`src/rtl/btn_debouncer.sv`:
```
// Purpose : per-channel synchronizer + stability-counter debouncer for board buttons/switches,
//           producing a clean level, one-cycle press/release pulses and a press-toggled latch.
// Latency : a clean input step reaches btn_db after SYNC_STAGES + DEBOUNCE_CYCLES rising edges.
// Flow    : no backpressure; free-running, one decision per channel per clock.
//
// Ports:
//   clk            system clock
//   rst            synchronous reset, active-high
//   btn_raw        raw asynchronous button/switch levels, active-high
//   btn_db         debounced levels (feeds SoC gpio_in)
//   press_pulse    one-cycle pulse in the cycle btn_db[i] rises
//   release_pulse  one-cycle pulse in the cycle btn_db[i] falls
//   toggle         inverts on every press_pulse[i]
module btn_debouncer #(
  parameter int WIDTH           = 4,
  parameter int SYNC_STAGES     = 2,
  parameter int DEBOUNCE_CYCLES = 500000
) (
  input  logic             clk,
  input  logic             rst,
  input  logic [WIDTH-1:0] btn_raw,
  output logic [WIDTH-1:0] btn_db,
  output logic [WIDTH-1:0] press_pulse,
  output logic [WIDTH-1:0] release_pulse,
  output logic [WIDTH-1:0] toggle
);

  // Counter only needs to reach DEBOUNCE_CYCLES-1, which always fits in clog2 bits.
  localparam int CW = (DEBOUNCE_CYCLES > 1) ? $clog2(DEBOUNCE_CYCLES) : 1;
  localparam logic [CW-1:0] CNT_LAST = CW'(DEBOUNCE_CYCLES - 1);

  typedef enum logic {
    ST_STABLE  = 1'b0,  // sync agrees with btn_db, counter idle at 0
    ST_PENDING = 1'b1   // sync disagrees, counting consecutive disagreeing cycles
  } state_t;

  // Reject unusable configurations at elaboration time.
  if (WIDTH < 1 || SYNC_STAGES < 2 || DEBOUNCE_CYCLES < 2) begin : g_bad_params
    $fatal(1, "btn_debouncer: WIDTH>=1, SYNC_STAGES>=2 and DEBOUNCE_CYCLES>=2 are required");
  end

  // ---------------------------------------------------------------------------
  // Input synchronizer: btn_raw is asynchronous, so it only ever enters the
  // design through this flop chain; nothing downstream sees btn_raw directly.
  // ---------------------------------------------------------------------------
  logic [WIDTH-1:0] sync_q [SYNC_STAGES];
  logic [WIDTH-1:0] sync;

  always_ff @(posedge clk) begin
    if (rst) begin
      for (int s = 0; s < SYNC_STAGES; s++) begin
        sync_q[s] <= '0;
      end
    end else begin
      sync_q[0] <= btn_raw;
      for (int s = 1; s < SYNC_STAGES; s++) begin
        sync_q[s] <= sync_q[s-1];
      end
    end
  end

  assign sync = sync_q[SYNC_STAGES-1];

  // ---------------------------------------------------------------------------
  // Per-channel debounce FSM. Every channel has its own state, counter and
  // output flops, so simultaneous events are handled on independent timelines.
  // ---------------------------------------------------------------------------
  for (genvar i = 0; i < WIDTH; i++) begin : g_ch
    state_t        state_q, state_nxt;
    logic [CW-1:0] cnt_q,   cnt_nxt;
    logic          db_q,    db_nxt;
    logic          press_q, press_nxt;
    logic          rel_q,   rel_nxt;
    logic          tog_q,   tog_nxt;

    always_ff @(posedge clk) begin
      if (rst) begin
        // Any pending count is dropped; a still-held input starts over as a new press.
        state_q <= ST_STABLE;
        cnt_q   <= '0;
        db_q    <= 1'b0;
        press_q <= 1'b0;
        rel_q   <= 1'b0;
        tog_q   <= 1'b0;
      end else begin
        state_q <= state_nxt;
        cnt_q   <= cnt_nxt;
        db_q    <= db_nxt;
        press_q <= press_nxt;
        rel_q   <= rel_nxt;
        tog_q   <= tog_nxt;
      end
    end

    always_comb begin
      state_nxt = state_q;
      cnt_nxt   = cnt_q;
      db_nxt    = db_q;
      press_nxt = 1'b0;
      rel_nxt   = 1'b0;
      tog_nxt   = tog_q;

      case (state_q)
        ST_STABLE: begin
          // The first disagreeing cycle counts as 1.
          if (sync[i] != db_q) begin
            cnt_nxt   = CW'(1);
            state_nxt = ST_PENDING;
          end
        end

        ST_PENDING: begin
          if (sync[i] == db_q) begin
            // Bounce: throw the partial count away, outputs untouched.
            cnt_nxt   = '0;
            state_nxt = ST_STABLE;
          end else if (cnt_q == CNT_LAST) begin
            // DEBOUNCE_CYCLES consecutive disagreeing cycles: accept the new level.
            // The counter is cleared here, so it can never wrap.
            db_nxt    = sync[i];
            cnt_nxt   = '0;
            state_nxt = ST_STABLE;
            press_nxt = sync[i];
            rel_nxt   = ~sync[i];
            if (sync[i]) begin
              tog_nxt = ~tog_q;
            end
          end else begin
            cnt_nxt = cnt_q + CW'(1);
          end
        end

        default: begin
          state_nxt = ST_STABLE;
          cnt_nxt   = '0;
        end
      endcase
    end

    assign btn_db[i]        = db_q;
    assign press_pulse[i]   = press_q;
    assign release_pulse[i] = rel_q;
    assign toggle[i]        = tog_q;

    // A channel only ever takes one edge at a time.
    assert property (@(posedge clk) !(press_q && rel_q));
  end

endmodule

```
`config.mk`:
```
export PLATFORM = sky130hd
export DESIGN_NAME = btn_debouncer
export DESIGN_NICKNAME = d
export VERILOG_FILES = /design/src/rtl/btn_debouncer.sv
export SDC_FILE = /design/constraint.sdc
export NUM_CORES = 1
export LEC_CHECK = 0
export ABC_CLOCK_PERIOD_IN_PS = 3000
export CORE_MARGIN = 5
export CORE_UTILIZATION = 65
export CTS_CLUSTER_DIAMETER = 40
export CTS_CLUSTER_SIZE = 14
export DETAILED_ROUTE_END_ITERATION = 16
export GPL_TIMING_DRIVEN = 1
export PLACE_DENSITY = 0.82
export SLEW_MARGIN = 20
export SYNTH_ARGS = -nofsm -noshare
export SYNTH_HDL_FRONTEND = slang
export SYNTH_SLANG_ARGS = --single-unit
```
`constraint.sdc`:
```
create_clock -name clk -period 3 [get_ports clk]
set_input_delay 0.3 -clock clk [delete_from_list [all_inputs] [get_ports clk]]
set_output_delay 0.3 -clock clk [all_outputs]
set_load 0.005 [all_outputs]
```
Word level (Yosys, flattened, before mapping)

Memory sizes are Yosys's and may differ from the RTL's.
Index checks and enable logic that the tools add are counted.

Flip-flop bits (word level): 96
Memory bits (writable): 8
Output and inout bits: 16
Logic and storage cells: 116
Memories: 1

Equality and inequality tests: 16
Add/sub/neg operators: 4
Bitwise operators: 22
Multiplexer cells: 37
Reductions and logical operators: 12

Memories:

| name   | words | bits a word | rd ports | clocked after Yosys merged registers in | write ports | line | source |
|---|---|---|---|---|---|---|---|
| sync_q | 2     | 4           | 2        | 0                                       | 2           | 46   | `logic [WIDTH-1:0] sync_q [SYNC_STAGES];` |

Operators with widths:

| operator                | number |
|---|---|
| $mux W19                | 12 |
| $pmux W19 S2            | 4 |
| $add A19 B1 Y19 const B | 4 |
| $eq A19 B19 Y1 const B  | 4 |
| $not A1 Y1              | 20 |
| $reduce_and A4 Y1       | 4 |
| $reduce_or A4 Y1        | 4 |
| $mux W1                 | 15 |
| $reduce_and A3 Y1       | 4 |
| $mux W4                 | 2 |
| $ne A2 B2 Y1 const B    | 4 |
| $pmux W1 S2             | 4 |
| $eq A1 B1 Y1            | 4 |
| $ne A1 B1 Y1            | 4 |
| $or A1 B1 Y1            | 2 |

Depth between registers and ports, before layout

Gate-level depths: netlist of the first run.

Depth in word-level cells: 4
Gate-level depth with buffers: 8
Mapped depth without buffers: 6

Worst setup path after synthesis of the first run

OpenSTA, ideal clock, no wires.

Path kind: reg-to-reg
From: register g_ch[3].cnt_q[0]
To: register g_ch[3].cnt_q[18]
Required time: 2938 ps
Library setup time: 62 ps
Stages on the path, launching flop included: 7
Arrival: 1953 ps
Setup slack: 985 ps
Buffers on the path: 0
Path through: dfxtp_1 > ha_1 > and3_1 > and3_1 > a211oi_2 > or3b_2 > nand3_1

Cells in the longest elaborated chain, start to end: 4
Elaborated cells between the ends (all ways): 5
Those cells by class: 1 x add/sub; 1 x eq/ne; 3 x mux

Ends and longest elaborated chain:

| item                                              | line     | source |
|---|---|---|
| from (decl)                                       | 70       | `logic [CW-1:0] cnt_q, cnt_nxt;` |
| from (signal assigned)                            | 87       | `cnt_q <= cnt_nxt;` |
| $add A19 B1 Y19 or $eq A19 B19 Y1 (tied branches) | 129, 117 |  |
| $mux W19 *                                        | 117      | `end else if (cnt_q == CNT_LAST) begin` |
| $mux W19 *                                        | 113      | `if (sync[i] == db_q) begin` |
| $pmux W19 S2 *                                    | 103      | `case (state_q)` |

Mark *: on every way between the ends. The rest lies on a longest branch, timed or not.
A chain may end at the register's enable or synchronous reset.

Worst setup path in the final report of the first run

Ends and elaborated chain as after synthesis.

==> key figures, run 1 <==
STA
  – Slew Limit Fails: 0
  – RSZ-0062 raised after global routing: no
  – Setup-failing EPs final: 0
  – Clk_skew: 0.0118 ns
  – Final Critical Period: roughly 2.4 ns
  – Slew margin rel.: about a third
  – Worst hold slack: 0.422 ns
  – Count of final hold-check violations: 0
  – Worst-margin pin slew: between 1 and 1.5 ns
  – Fin crit share: 80.3%
  – Post-route setup TNS: 0 ns
  – Max Clk Rate: 415 MHz

Synth
  – Mapped Nets: between 600 and 700
  – Post-synth EDFFs: 0
  – Share of the synthesized area in the top cell type: 40.9%
  – Post-synthesis xor/xnor area fraction: about 2.4%
  – Synth area leaders: dfxtp_1, nand3_1, nand2_1
  – Post-Synth Adder-Cell Area: less than 1%
  – Largest family of logic cells by synthesized area: simple AND/OR/NAND/NOR gates
  – Ys flop type: dfxtp_1
  – Synthesized instance count: 619
  – Register bit count reported by yosys: 104
  – Compound-Gate Fraction of Synth Area: between 10% and 20%
  – Area leader, netlist: dfxtp_1
  – Post-synth ARST share: 0%
  – Yosys warning total: 0
  – Synth cell types: 67
  – Part of the Yosys area used for sequential elements: 40.9%
  – Avg Inst Size Synth: roughly 8 sq um
  – Synth Area in Simple Gates: 30.5%
  – Mapped Area: 5100 sq um
  – Multiplexer area fraction after synthesis: 1.40%

Cells and area
  – Layout area overhead: 7.68%
  – Fillers: around 630
  – Post-layout util: 71.4%
  – # diodes: 0
  – Layout cell share with drive strength beyond 1: 6.90%
  – Final net count: 628
  – Post-route insts no fill: 725

GRT
  – Met2 usage: 36.7%
  – Total track usage: approximately 22%
  – Top Usage Layer GRT: met2
  – Total grt overflow: 0
  – Met3 GRT Util: under 10%
  – Global-route wire length before repair: roughly 18,000 um
  – Initial antenna violation count: 0
  – Largest net degree at the start of global routing: 30
  – Vias in the first global route: about 4.2k
  – Met1 usage: 28.8%

Critical path
  – CP Max Fanout: 24
  – Crit Path Category: reg -> reg
  – Slowest stage delay, CP: 0.47 ns
  – CP Buf/Inv Count: 1
  – WP data arrival: between 2 and 3 ns
  – Cell family with most CP delay: simple AND/OR/NAND/NOR gates
  – CP required: 3.31 ns
  – Worst path cell trace: ha_1, and3_1, and3_1, a211oi_2, buf_4, or3b_2, nand3_1
  – Crit start category: flip-flop
  – Slowest-stage cell, CP: or3b_2
  – Most frequent CP cell: and3_1
  – Crit end category: flip-flop

Place
  – RePlAce Congestion: 0.836
  – PortBufs: 21
  – Dpl cells: 709
  – Dpl hpwl: 7380 um

Pwr
  – Power per cell area: 449 nW/um^2
  – Max VDD drop: about 330 uV
  – Pleak: 1.84 nW

Detailed routing
  – Final ANT Viol Nets: 0
  – Drt via density: 6.23
  – Drt first pass iters: 5
  – Overall routed net length: ~11,000 um
  – Wirelength per Cell: 14.7 um
  – DRC Markers: 0
  – Via count: between 4k and 5k
  – Initial DRC Count: roughly 180

Die
  – Die X: between 90 and 100 um
  – Die area: roughly 9700 sq um
  – Io pins: 22
  – Die H: 98.5 um
  – Core area: approximately 7700 sq um
  – Initial core utilization: roughly 66%
  – Cell Rows: 32

Clock network
  – Worst-path clk slew: 0.10 ns
  – Worst skew pair latency: 0.36 ns
  – H-tree depth: 3
  – Post-CTS Hold Buffers: 0
  – Post-CTS setup buffers: 0
  – Clock sink count: around 100
  – CTS tree: built
  – CTS Buf Count: 9
  – Max Root-Sink Buffers: 2
  – Gates resized, CTS repair: 0
  – Root buf cell: clkbuf_8

Hold path
  – Hold Path Class: in -> reg

Flow run
  – Max-cap check violation count: 0

Status
  – Status: finished, final reports clean
-- worst paths after layout --
kind	slack [ns]	to	depth (start not counted)	startpoint
max	0.59	g_ch[3].cnt_q[18]$_SDFFE_PP0P_	7	g_ch[3].cnt_q[0]$_SDFFE_PP0P_
min	0.42	g_ch[0].db_q$_SDFFE_PP0P_	2	rst
max reg2reg	0.59	g_ch[3].cnt_q[18]$_SDFFE_PP0P_	7	g_ch[3].cnt_q[0]$_SDFFE_PP0P_
min reg2reg	0.45	sync_q[0][5]$_SDFF_PP0_	1	sync_q[0][1]$_SDFF_PP0_
-- placed cells by master, fill, tap and decap left out, drive strengths merged, types with 16 or more instances in the layout --
cell type	netlist	layout
a21oi	51	51
a31oi	26	26
and3	17	17
clkdlybuf4s50	0	20
dfxtp	104	104
inv	22	22
nand2	67	67
nand3	53	53
nand4	25	25
nor2	32	32
o21ai	27	27
or3	16	16
-- through the flow --
stage          setup WS, ns  cell area, sq um  total power [mW]
4_1_cts               0.621              5490              2.48
3_3_place_gp          0.737              5260              1.51
3_5_place_dp          0.656              5260              1.51
6_report              0.592              5490              2.46
5_1_grt               0.484              5490              2.56
2_1_floorplan         0.985              5100              1.49
-- cell usage after synthesis (6+ instances only) --
master,number
buf_4,16
nor3_1,13
o21ai_0,27
clkbuf_1,18
nand2b_1,9
or3_1,16
a31oi_1,26
nand3_1,52
a21oi_1,50
inv_1,22
dfxtp_1,104
mux2i_1,6
nand2_1,67
xor2_1,9
nor4b_1,6
nor4_1,6
nor2b_1,10
nor2_1,32
and3_1,16
nand4_1,25
o22ai_1,6
-- registers in the layout, indices dropped and copies added (netlist names) --
name,flops
g_ch.press_q,4
g_ch.cnt_q,76
g_ch.state_q,4
sync_q,8
g_ch.tog_q,4
g_ch.db_q,4
g_ch.rel_q,4
-- metal layers --
layer,part of all wire (%),vias up
met5,0,-
met4,1.1,0
met2,47,121
met1,47,2121
li1,-,2259
met3,5.1,13
-- cells by family after synthesis --
group / count (synthesis)
AOI/OAI and AO/OA: 145
xor gates and xnor gates: 14
adders and majority gates: 4
buffers and inverters: 62
DFF: 104
muxes: 7
and+or+nand+nor: 283
-- cell type report --
| class | instances | area [sq um] | area share (%) |
|---|---|---|---|
| inverters | 22 | 82.6 | 1.50 |
| well taps | 102 | 128 | 2.33 |
| flip-flops and latches | 104 | 2080 | 37.9 |
| clock buffers | 12 | 155 | 2.83 |
| repair buffers | 28 | 258 | 4.70 |
| multi-input cells | 453 | 2710 | 49.3 |
| clock inverters | 4 | 76.3 | 1.39 |
-- report_power, final --
group          leakage, nW  internal [mW]  switching (mW)
Clock                0.113          0.518           0.467
Sequential           0.840           1.39         0.00914
Combinational        0.886         0.0288          0.0527
Total                 1.84           1.94           0.529
Note: power is estimated with default switching activity, not from simulation.
==> run 2: changes to the inputs <==
--- a/config.mk
+++ b/config.mk
@@ -5,14 +5,14 @@
 export SDC_FILE = /design/constraint.sdc
 export NUM_CORES = 1
 export LEC_CHECK = 0
-export ABC_CLOCK_PERIOD_IN_PS = 3000
+export ABC_CLOCK_PERIOD_IN_PS = 2500
 export CORE_MARGIN = 5
-export CORE_UTILIZATION = 65
+export CORE_UTILIZATION = 60
 export CTS_CLUSTER_DIAMETER = 40
 export CTS_CLUSTER_SIZE = 14
 export DETAILED_ROUTE_END_ITERATION = 16
 export GPL_TIMING_DRIVEN = 1
-export PLACE_DENSITY = 0.82
+export PLACE_DENSITY = 0.76
 export SLEW_MARGIN = 20
 export SYNTH_ARGS = -nofsm -noshare
 export SYNTH_HDL_FRONTEND = slang
==> constraint.sdc (replaced) <==
create_clock -name clk -period 2.5 [get_ports clk]
set_input_delay 0.25 -clock clk [delete_from_list [all_inputs] [get_ports clk]]
set_output_delay 0.25 -clock clk [all_outputs]
set_load 0.005 [all_outputs]
==> key figures, run 2 (synthesis gave the netlist of run 1 again) <==
Pwr
  – Max VDD drop: 412 uV
  – Final total power: 2.73 mW
  – Pleak: approximately 1.9 nW
  – Power per cell area: between 400 and 500 nW/um^2

Detailed routing
  – Drt first pass iters: 5
  – Wirelength per Cell: 14.5 um
  – Final ANT Viol Nets: 0
  – DRC Markers: 0
  – Initial DRC Count: 210
  – Overall routed net length: 10,700 um
  – Via count: about 4.5k
  – Drt via density: about 6

GRT
  – Global-route wire length before repair: 18,500 um
  – Total track usage: 21.7%
  – Vias in the first global route: around 4.1k
  – Largest net degree at the start of global routing: 31
  – Initial antenna violation count: 0
  – Total grt overflow: 0

Clock network
  – Max Root-Sink Buffers: 2
  – H-tree depth: 3
  – Worst skew pair latency: 0.38 ns
  – CTS tree: built
  – Clock sink count: 104
  – Root buf cell: clkbuf_8
  – CTS Buf Count: 9
  – Worst-path clk slew: 0.10 ns
  – Gates resized, CTS repair: 0
  – Post-CTS Hold Buffers: 0
  – Post-CTS setup buffers: 0

Critical path
  – Crit start category: flip-flop
  – Slowest-stage cell, CP: or4b_1
  – Crit Path Category: reg -> reg
  – Crit end category: flip-flop
  – CP required: about 2.8 ns
  – CP Max Fanout: 14
  – Slowest stage delay, CP: about 0.56 ns
  – WP data arrival: 2.47 ns
  – Worst path cell trace: or4b_1, nor4b_4, a211oi_2, buf_4, a21o_1, a22o_1

STA
  – Final Critical Period: between 2 and 2.5 ns
  – Count of final hold-check violations: 0
  – RSZ-0062 raised after global routing: no
  – Worst-margin pin slew: 0.796 ns
  – Fin crit share: between 80% and 90%
  – Post-route setup TNS: 0 ns
  – Slew margin rel.: between 40% and 50%
  – Clk_skew: about 0.011 ns
  – Slew Limit Fails: 0
  – Max Clk Rate: 456 MHz
  – Setup-failing EPs final: 0
  – Final setup margin: 0.307 ns

Die
  – Die area: 10,400 sq um
  – Die X: between 100 and 150 um
  – Initial core utilization: around 62%
  – Cell Rows: 33
  – Die H: 102 um
  – Io pins: 22
  – Core area: 8260 sq um

Cells and area
  – Layout area overhead: 8.20%
  – # diodes: 0
  – Top flop regs: g_ch.cnt_q (76), sync_q (8)
  – Most frequent cells in the layout: dfxtp_1, nand2_1, nand3_1, a21oi_1, nor2_1
  – Max reg flops: 76
  – Most flop-heavy register: g_ch.cnt_q
  – Commonest non-fill, non-tap cell in the layout: dfxtp_1
  – Final net count: 638
  – Layout cell share with drive strength beyond 1: under 10%
  – Fillers: between 700 and 800
  – Post-layout util: between 60% and 70%

Hold path
  – Hold Path Class: in -> reg

Place
  – RePlAce Congestion: 0.855
  – Pre-CTS WS: 0.347 ns
  – PortBufs: 21
  – Dpl hpwl: approximately 7500 um

Status
  – Status: finished, final reports clean

Flow run
  – Max-cap check violation count: 0
## run 2: cell types whose count changed in the layout (fill, tap and decap cells not counted), sizes merged
| cell | delta |
|---|---|
| buf | +10 |
| clkinvlp | +4 |
| bufinv | -2 |
| clkbuf | -2 |
## run 2: final timing paths
| check | start | endpoint | slack, ns | cells past startpoint |
|---|---|---|---|---|
| worst max register to register | g_ch[3].cnt_q[10]$_SDFFE_PP0P_ | g_ch[3].cnt_q[10]$_SDFFE_PP0P_ | 0.31 | 6 |
| worst min-delay path | rst | g_ch[1].db_q$_SDFFE_PP0P_ | 0.24 | 2 |
| worst max-delay path | g_ch[3].cnt_q[10]$_SDFFE_PP0P_ | g_ch[3].cnt_q[10]$_SDFFE_PP0P_ | 0.31 | 6 |
| worst min register to register | sync_q[0][1]$_SDFF_PP0_ | sync_q[0][5]$_SDFF_PP0_ | 0.44 | 1 |
## run 2: per-stage QoR
stage          cells  hold WS, ns  instance area, sq um
2_1_floorplan    619        0.378                  5100
3_3_place_gp     722        0.416                  5340
3_5_place_dp     722        0.432                  5340
4_1_cts          738        0.235                  5510
5_1_grt          738        0.255                  5510
6_report         738        0.245                  5510
## run 2: worst max-delay path: cells and delay by family (launching register included)
| kind | cells | cell delay, ns |
|---|---|---|
| and+or+nand+nor | 2 | 0.98 |
| DFF | 1 | 0.36 |
| buffers and inverters | 1 | 0.23 |
| AOI/OAI and AO/OA | 3 | 0.53 |
## run 2: area by class of cell
| class | instances | area, sq um | share of cell area [%] |
|---|---|---|---|
| Clock buffer | 10 | 128 | 2.31 |
| Clock inverter | 6 | 46.3 | 0.840 |
| Timing Repair Buffer | 38 | 333 | 6.04 |
| Sequential cell | 104 | 2080 | 37.8 |
| Inverter | 22 | 82.6 | 1.50 |
| Tap cell | 105 | 131 | 2.38 |
| Multi-Input combinational cell | 453 | 2710 | 49.2 |
## run 2: power by group
part | internal [mW] | switching [mW] | leakage [nW] | total, mW
combinational | 0.0381 | 0.0654 | 0.940 | 0.104
clock | 0.363 | 0.588 | 0.0707 | 0.951
sequential | 1.67 | 0.0110 | 0.840 | 1.68
total | 2.07 | 0.664 | 1.85 | 2.73
## run 2: routing by layer
metal  global-route usage [%]  share of wire, %  wire (um)
met1                     28.0                47       4980
met2                     36.5                47       5040
met3                     4.64               5.0        538
met4                     6.56               1.3        142
met5                        0                 0          0
